**src/rtl/conv_pkg.sv**
```systemverilog
`default_nettype none
// ============================================================================
// Module      : conv_pkg
// Description : Shared constants, FSM encoding and tap-offset helper for the
//               convolution datapath (window_gen, multiplier).
// Revision    : 1.0 - initial release
// ============================================================================
package conv_pkg;

    localparam int BITS        = 9;
    localparam int KERNEL_SIZE = 3;

    typedef enum logic [1:0] {
        ST_IDLE = 2'd0,
        ST_RUN  = 2'd1,
        ST_DONE = 2'd2
    } state_t;

    // Bit offset of tap (row, col) inside a packed row-major window
    function automatic int tap_offset(input int row, input int col,
                                      input int ksize, input int bits);
        return (row * ksize + col) * bits;
    endfunction

endpackage
`default_nettype wire

```
**src/rtl/line_buffer.sv**
```systemverilog
`default_nettype none
// ============================================================================
// Module      : line_buffer
// Description : Circular delay line of DEPTH entries; dout is the sample
//               written DEPTH enabled steps earlier.
// Revision    : 1.0 - initial release
// ============================================================================
module line_buffer #(
    parameter int BITS  = 9,
    parameter int DEPTH = 33
)(
    input  logic            clk,
    input  logic            rst,
    input  logic            en,
    input  logic [BITS-1:0] din,
    output logic [BITS-1:0] dout
);

    localparam int                 c_ptr_w = (DEPTH > 1) ? $clog2(DEPTH) : 1;
    localparam logic [c_ptr_w-1:0] c_last  = c_ptr_w'(DEPTH - 1);

    logic [BITS-1:0]    r_mem [DEPTH];
    logic [c_ptr_w-1:0] r_ptr;

    // The slot about to be overwritten holds the oldest sample
    assign dout = r_mem[r_ptr];

    always_ff @(posedge clk or posedge rst) begin
        if (rst) begin
            r_ptr <= '0;
            for (int i = 0; i < DEPTH; i++) begin
                r_mem[i] <= '0;
            end
        end else if (en) begin
            r_mem[r_ptr] <= din;
            r_ptr        <= (r_ptr == c_last) ? '0 : r_ptr + 1'b1;
        end
    end

endmodule
`default_nettype wire

```
**src/rtl/window_gen.sv**
```systemverilog
`default_nettype none
// ============================================================================
// Module      : window_gen
// Description : Streaming zero-padded 3x3 window generator; one window per
//               input pixel, raster order, valid/ready on both sides.
// Revision    : 1.0 - initial release
// ============================================================================
module window_gen
    import conv_pkg::*;
#(
    parameter int BITS        = conv_pkg::BITS,
    parameter int KERNEL_SIZE = conv_pkg::KERNEL_SIZE,
    parameter int IMG_WIDTH   = 32,
    parameter int IMG_HEIGHT  = 32
)(
    input  logic                                  clk,
    input  logic                                  reset,
    input  logic                                  start,
    input  logic [BITS-1:0]                       pixel_in,
    input  logic                                  in_valid,
    output logic                                  in_ready,
    output logic [KERNEL_SIZE*KERNEL_SIZE*BITS-1:0] window_out,
    output logic                                  out_valid,
    input  logic                                  out_ready,
    output logic                                  frame_done
);

    localparam int                c_win_w    = KERNEL_SIZE * KERNEL_SIZE * BITS;
    localparam int                c_vr_w     = $clog2(IMG_HEIGHT + 1);
    localparam int                c_vc_w     = $clog2(IMG_WIDTH + 1);
    localparam logic [c_vr_w-1:0] c_last_row = c_vr_w'(IMG_HEIGHT);
    localparam logic [c_vc_w-1:0] c_last_col = c_vc_w'(IMG_WIDTH);
    localparam logic [c_vr_w-1:0] c_one_row  = c_vr_w'(1);
    localparam logic [c_vc_w-1:0] c_one_col  = c_vc_w'(1);

    state_t              r_state;
    logic [c_vr_w-1:0]   r_vr;
    logic [c_vc_w-1:0]   r_vc;
    logic                r_scan_done;
    logic [BITS-1:0]     r_hist [KERNEL_SIZE][KERNEL_SIZE-1];
    logic [c_win_w-1:0]  r_window;
    logic                r_out_valid;

    logic                w_scan;
    logic                w_real;
    logic                w_emit;
    logic                w_out_free;
    logic                w_fire;
    logic [BITS-1:0]     w_pix;
    logic [BITS-1:0]     w_lb0;
    logic [BITS-1:0]     w_lb1;
    logic [BITS-1:0]     w_col [KERNEL_SIZE];
    logic [BITS-1:0]     w_tap [KERNEL_SIZE][KERNEL_SIZE];
    logic [c_win_w-1:0]  w_window;

    assign w_scan     = (r_state == ST_RUN) && !r_scan_done;
    assign w_real     = (r_vr < c_last_row) && (r_vc < c_last_col);
    assign w_emit     = (r_vr != '0) && (r_vc != '0);
    assign w_out_free = !w_emit || !r_out_valid || out_ready;
    assign w_fire     = w_scan && (!w_real || in_valid) && w_out_free;
    assign in_ready   = w_scan && w_real && w_out_free;

    // Positions beyond the bottom/right edge inject zero padding
    assign w_pix = w_real ? pixel_in : '0;

    line_buffer #(
        .BITS  (BITS),
        .DEPTH (IMG_WIDTH + 1)
    ) u_lb0 (
        .clk  (clk),
        .rst  (reset),
        .en   (w_fire),
        .din  (w_pix),
        .dout (w_lb0)
    );

    line_buffer #(
        .BITS  (BITS),
        .DEPTH (IMG_WIDTH + 1)
    ) u_lb1 (
        .clk  (clk),
        .rst  (reset),
        .en   (w_fire),
        .din  (w_lb0),
        .dout (w_lb1)
    );

    assign w_col[0]             = w_lb1;
    assign w_col[1]             = w_lb0;
    assign w_col[KERNEL_SIZE-1] = w_pix;

    // Window = two history columns plus the incoming column; top row and
    // left column fall outside the image when the centre sits on row/col 0.
    always_comb begin
        for (int i = 0; i < KERNEL_SIZE; i++) begin
            for (int j = 0; j < KERNEL_SIZE - 1; j++) begin
                w_tap[i][j] = r_hist[i][j];
            end
            w_tap[i][KERNEL_SIZE-1] = w_col[i];
        end
        if (r_vr == c_one_row) begin
            for (int j = 0; j < KERNEL_SIZE; j++) begin
                w_tap[0][j] = '0;
            end
        end
        if (r_vc == c_one_col) begin
            for (int i = 0; i < KERNEL_SIZE; i++) begin
                w_tap[i][0] = '0;
            end
        end
    end

    for (genvar gi = 0; gi < KERNEL_SIZE; gi++) begin : g_row
        for (genvar gj = 0; gj < KERNEL_SIZE; gj++) begin : g_col
            assign w_window[tap_offset(gi, gj, KERNEL_SIZE, BITS) +: BITS] = w_tap[gi][gj];
        end
    end

    always_ff @(posedge clk or posedge reset) begin
        if (reset) begin
            r_state     <= ST_IDLE;
            r_vr        <= '0;
            r_vc        <= '0;
            r_scan_done <= 1'b0;
            r_out_valid <= 1'b0;
            r_window    <= '0;
            for (int i = 0; i < KERNEL_SIZE; i++) begin
                for (int j = 0; j < KERNEL_SIZE - 1; j++) begin
                    r_hist[i][j] <= '0;
                end
            end
        end else begin
            case (r_state)
                ST_IDLE: begin
                    if (start) begin
                        r_state     <= ST_RUN;
                        r_vr        <= '0;
                        r_vc        <= '0;
                        r_scan_done <= 1'b0;
                    end
                end
                ST_RUN: begin
                    if (w_fire) begin
                        if (r_vc == c_last_col) begin
                            r_vc <= '0;
                            if (r_vr == c_last_row) begin
                                r_scan_done <= 1'b1;
                            end else begin
                                r_vr <= r_vr + 1'b1;
                            end
                        end else begin
                            r_vc <= r_vc + 1'b1;
                        end
                    end
                    // Leave once the final window has been taken
                    if (r_scan_done && (!r_out_valid || out_ready)) begin
                        r_state <= ST_DONE;
                    end
                end
                ST_DONE: r_state <= ST_IDLE;
                default: r_state <= ST_IDLE;
            endcase

            if (w_fire) begin
                for (int i = 0; i < KERNEL_SIZE; i++) begin
                    for (int j = 0; j < KERNEL_SIZE - 2; j++) begin
                        r_hist[i][j] <= r_hist[i][j+1];
                    end
                    r_hist[i][KERNEL_SIZE-2] <= w_col[i];
                end
            end

            if (w_fire && w_emit) begin
                r_window    <= w_window;
                r_out_valid <= 1'b1;
            end else if (out_ready) begin
                r_out_valid <= 1'b0;
            end
        end
    end

    assign window_out = r_window;
    assign out_valid  = r_out_valid;
    assign frame_done = (r_state == ST_DONE);

endmodule
`default_nettype wire

```
**config.mk**
```make
export PLATFORM = sky130hd
export DESIGN_NAME = window_gen
export DESIGN_NICKNAME = d
export VERILOG_FILES = /design/src/rtl/conv_pkg.sv /design/src/rtl/line_buffer.sv /design/src/rtl/window_gen.sv
export SDC_FILE = /design/constraint.sdc
export NUM_CORES = 2
export LEC_CHECK = 0
export BUFFER_PORTS_ARGS = -buffer_cell sky130_fd_sc_hd__buf_2
export CORE_ASPECT_RATIO = 0.8
export CORE_MARGIN = 2
export CORE_UTILIZATION = 35
export DETAILED_ROUTE_END_ITERATION = 8
export PLACE_DENSITY_LB_ADDON = 0.1
export SKIP_CTS_REPAIR_TIMING = 1
export SLEW_MARGIN = 10
export SYNTH_ARGS = -nofsm -noshare
export SYNTH_HDL_FRONTEND = slang
export SYNTH_SLANG_ARGS = --single-unit
```
**constraint.sdc**
```tcl
create_clock -name clk -period 64.1 [get_ports clk]
set_input_delay 9.615 -clock clk [delete_from_list [all_inputs] [get_ports clk]]
set_output_delay 9.615 -clock clk [all_outputs]
set_load 0.01 [all_outputs]
```
==> qor.yml <==
most-common-layout-cells: "751 x dfrtp_1, 510 x nand2_1, 349 x nor2_1"
grtUsageTotal_pct: 22.6
synthCells: 3206
power_density_nw_per_um2: 49.4
fin_crit_sh_pct: 32.0
nets: 3225
min_from: "window_out[5]"
viasPerCell: 5.53
path_max_fanout: 7
wl_per_cell_um: 24.5
rows: 101
synth_top_area_share_pct: 56.6
die_w_um: 350
htreeDepth: 3
dpl_cell_area_um2: 35000
worstSetupEndpointType: "output port"
rsz0062_at_grt: "false"
drt_wl_total_um: 110000
yosys_warnings: 0
cts_buffer_depth: 3
slew_violations: 0
clkSinkCount: 757
worst_pin_slew_ns: 1.39
synth_edf_count: 0
critPathSlowestCell: "nor2b_1"
status: "finished, final reports clean"
port_buffers: 97
synthFlopType: "dfrtp_1"
design_area_um2: 37900
synthArstFlopShare_pct: 100
p_leak_nw: 17.3
gr-total-overflow: 0
cp.required_ns: 54.49
place_congestion: 0.845
drt_iter0_markers: 2284
finalHoldViolCount: 0
drtAntennaViolNets: 0
vias: 25000
critical_path.startpoint: "out_ready"
cts_tree: "done"
ir_drop_mv: 0.0206
final_common_cell: "dfrtp_1"
die_area_um2: 98100
hp-class: "register to register"
clock_latency_ns: 0.65
ys_ff_latch: 757
max_freq_mhz: 48.8
worstPathArrival_ns: 10.87
critPathMaxStageDelay_ns: 0.37
start_util_pct: 35.3
ys_seq_area_share_pct: 56.6
drive_gt1_share_pct: 18.1
ios: 98
drc: 0
path_class: "primary input to output port"
critPathMostFrequentCell: "buf_2"
cts-root-buf: "clkbuf_16"
grt_pass1_vias: 24800
place_ws_ns: 43.63
synth_fp_nets: 3230
setup_viol: 0
finalSetupTns_ns: 0
crit_family: "simple AND/OR/NAND/NOR gates"
skew_ns: 0.0352
synth_area_um2: 33400
die_h_um: 280
max_slew_margin_pct: 7.35
r2r_start: "u_lb0.r_ptr[0]"
max_cap_viol_count: 0
avgSynthCellArea_um2: 10.4
yosys-top-cells-area: "dfrtp_1 57%, nand2_1 5.7%, mux2_2 5.5%"
grt_antenna_before_repair: 5
min_period_ns: 20.49
yosysTopAreaCell: "dfrtp_1"
grt_max_degree: 126
post-route-util_pct: 40.0
firstDrtPassIters: 6
timing.critical_path.buf_inv: 2
grt_pass1_wl_um: 165000
dp_hpwl_um: 69500
postLayoutSetupSlackWorst_ns: 43.61
ys_types: 73
p_total_w: 0.00187
areaGrowthSynthToFinish_pct: 13.3
path_clk_slew_ns: 0.06
start_kind: "primary input"
cp_cell_sequence: "buf_2, nor2b_1, o221ai_2, and3_1, buf_2"
cts_made_buffers: 84
coreArea_um2: 94800
==> layout make-up <==
| class | count | area (um2) |
|---|---|---|
| diodes | 3 | 7.51 |
| clock inverters | 37 | 450 |
| multi-input cells | 2188 | 13500 |
| inverters | 11 | 48.8 |
| flip-flops and latches | 757 | 19000 |
| repair buffers | 159 | 951 |
| well taps | 1236 | 1550 |
| fillers | 9204 | 56900 |
| clock buffers | 119 | 2460 |
==> cells by family after synthesis <==
logic type	after synthesis	share of synthesized area, %
AOI/OAI and AO/OA	790	14.0
DFF	757	56.6
and+or+nand+nor	1087	14.1
buffers and inverters	261	3.43
adders and majority gates	10	0.374
xor gates and xnor gates	6	0.157
muxes	295	11.3
==> routing by layer <==
layer,track usage [%],wire length (um),share of wire (%),vias up
li1,-,-,-,11200
met1,34.1,52800,48,12700
met2,32.1,46000,42,879
met3,5.94,8950,8.1,158
met4,5.27,2390,2.2,4
met5,0.996,151,0.14,-
==> state kept, by name, indices dropped and copies added (netlist names) <==
signal and flops:
u_lb0.r_mem 297, u_lb1.r_mem 297, window_out 81, r_hist 54
r_vc 6, r_vr 6, u_lb0.r_ptr 6, u_lb1.r_ptr 6
r_state 2, out_valid 1, r_scan_done 1
==> per-stage QoR <==
stage	std cells	hold WS, ns
final	4510	0.462
after global routing	4507	0.490
after global placement	4351	0.447
after CTS	4507	0.465
after floorplan	3206	0.442
after detailed placement	4351	0.451
==> report_power, final <==
| group | leakage, nW | switching [W] | internal [W] |
|---|---|---|---|
| registers | 9.95 | 0.000121 | 0.000651 |
| logic | 5.90 | 0.000365 | 0.000227 |
| clock network | 1.43 | 0.000205 | 0.000304 |
==> path summary, 6_finish.rpt <==
kind / end / slack [ns] / cells after the start
worst max-delay path: in_ready / 43.61 / 5
max in group asynchronous: window_out[72] / 51.54 / 5
worst max register to register: u_lb1.r_mem[159] / 59.43 / 7
min in group asynchronous: window_out[61] / 9.14 / 2
worst min-delay path: window_out[5] / 0.46 / 2
worst min register to register: window_out[5] / 0.46 / 2
==> cells in the mapped netlist, types with 15 or more instances <==
| cell | count |
|---|---|
| mux4_2 | 50 |
| nand2_1 | 512 |
| a22o_1 | 23 |
| mux2i_1 | 82 |
| a21oi_1 | 330 |
| and2_1 | 20 |
| buf_2 | 81 |
| dfrtp_1 | 757 |
| buf_1 | 15 |
| nor2_2 | 19 |
| o22ai_1 | 30 |
| o21ai_0 | 242 |
| nor4_1 | 19 |
| nand3_1 | 59 |
| a22oi_1 | 30 |
| a221oi_1 | 47 |
| nor2b_1 | 16 |
| nor2_1 | 352 |
| clkbuf_1 | 139 |
| mux2_2 | 163 |
==> tightest hold or removal path, cell delays in order (launching register included) <==
cell	delay (ns)
dfrtp_1	0.33
nand2_1	0.05
nand2_1	0.05
(Power assumes the default switching activity.)
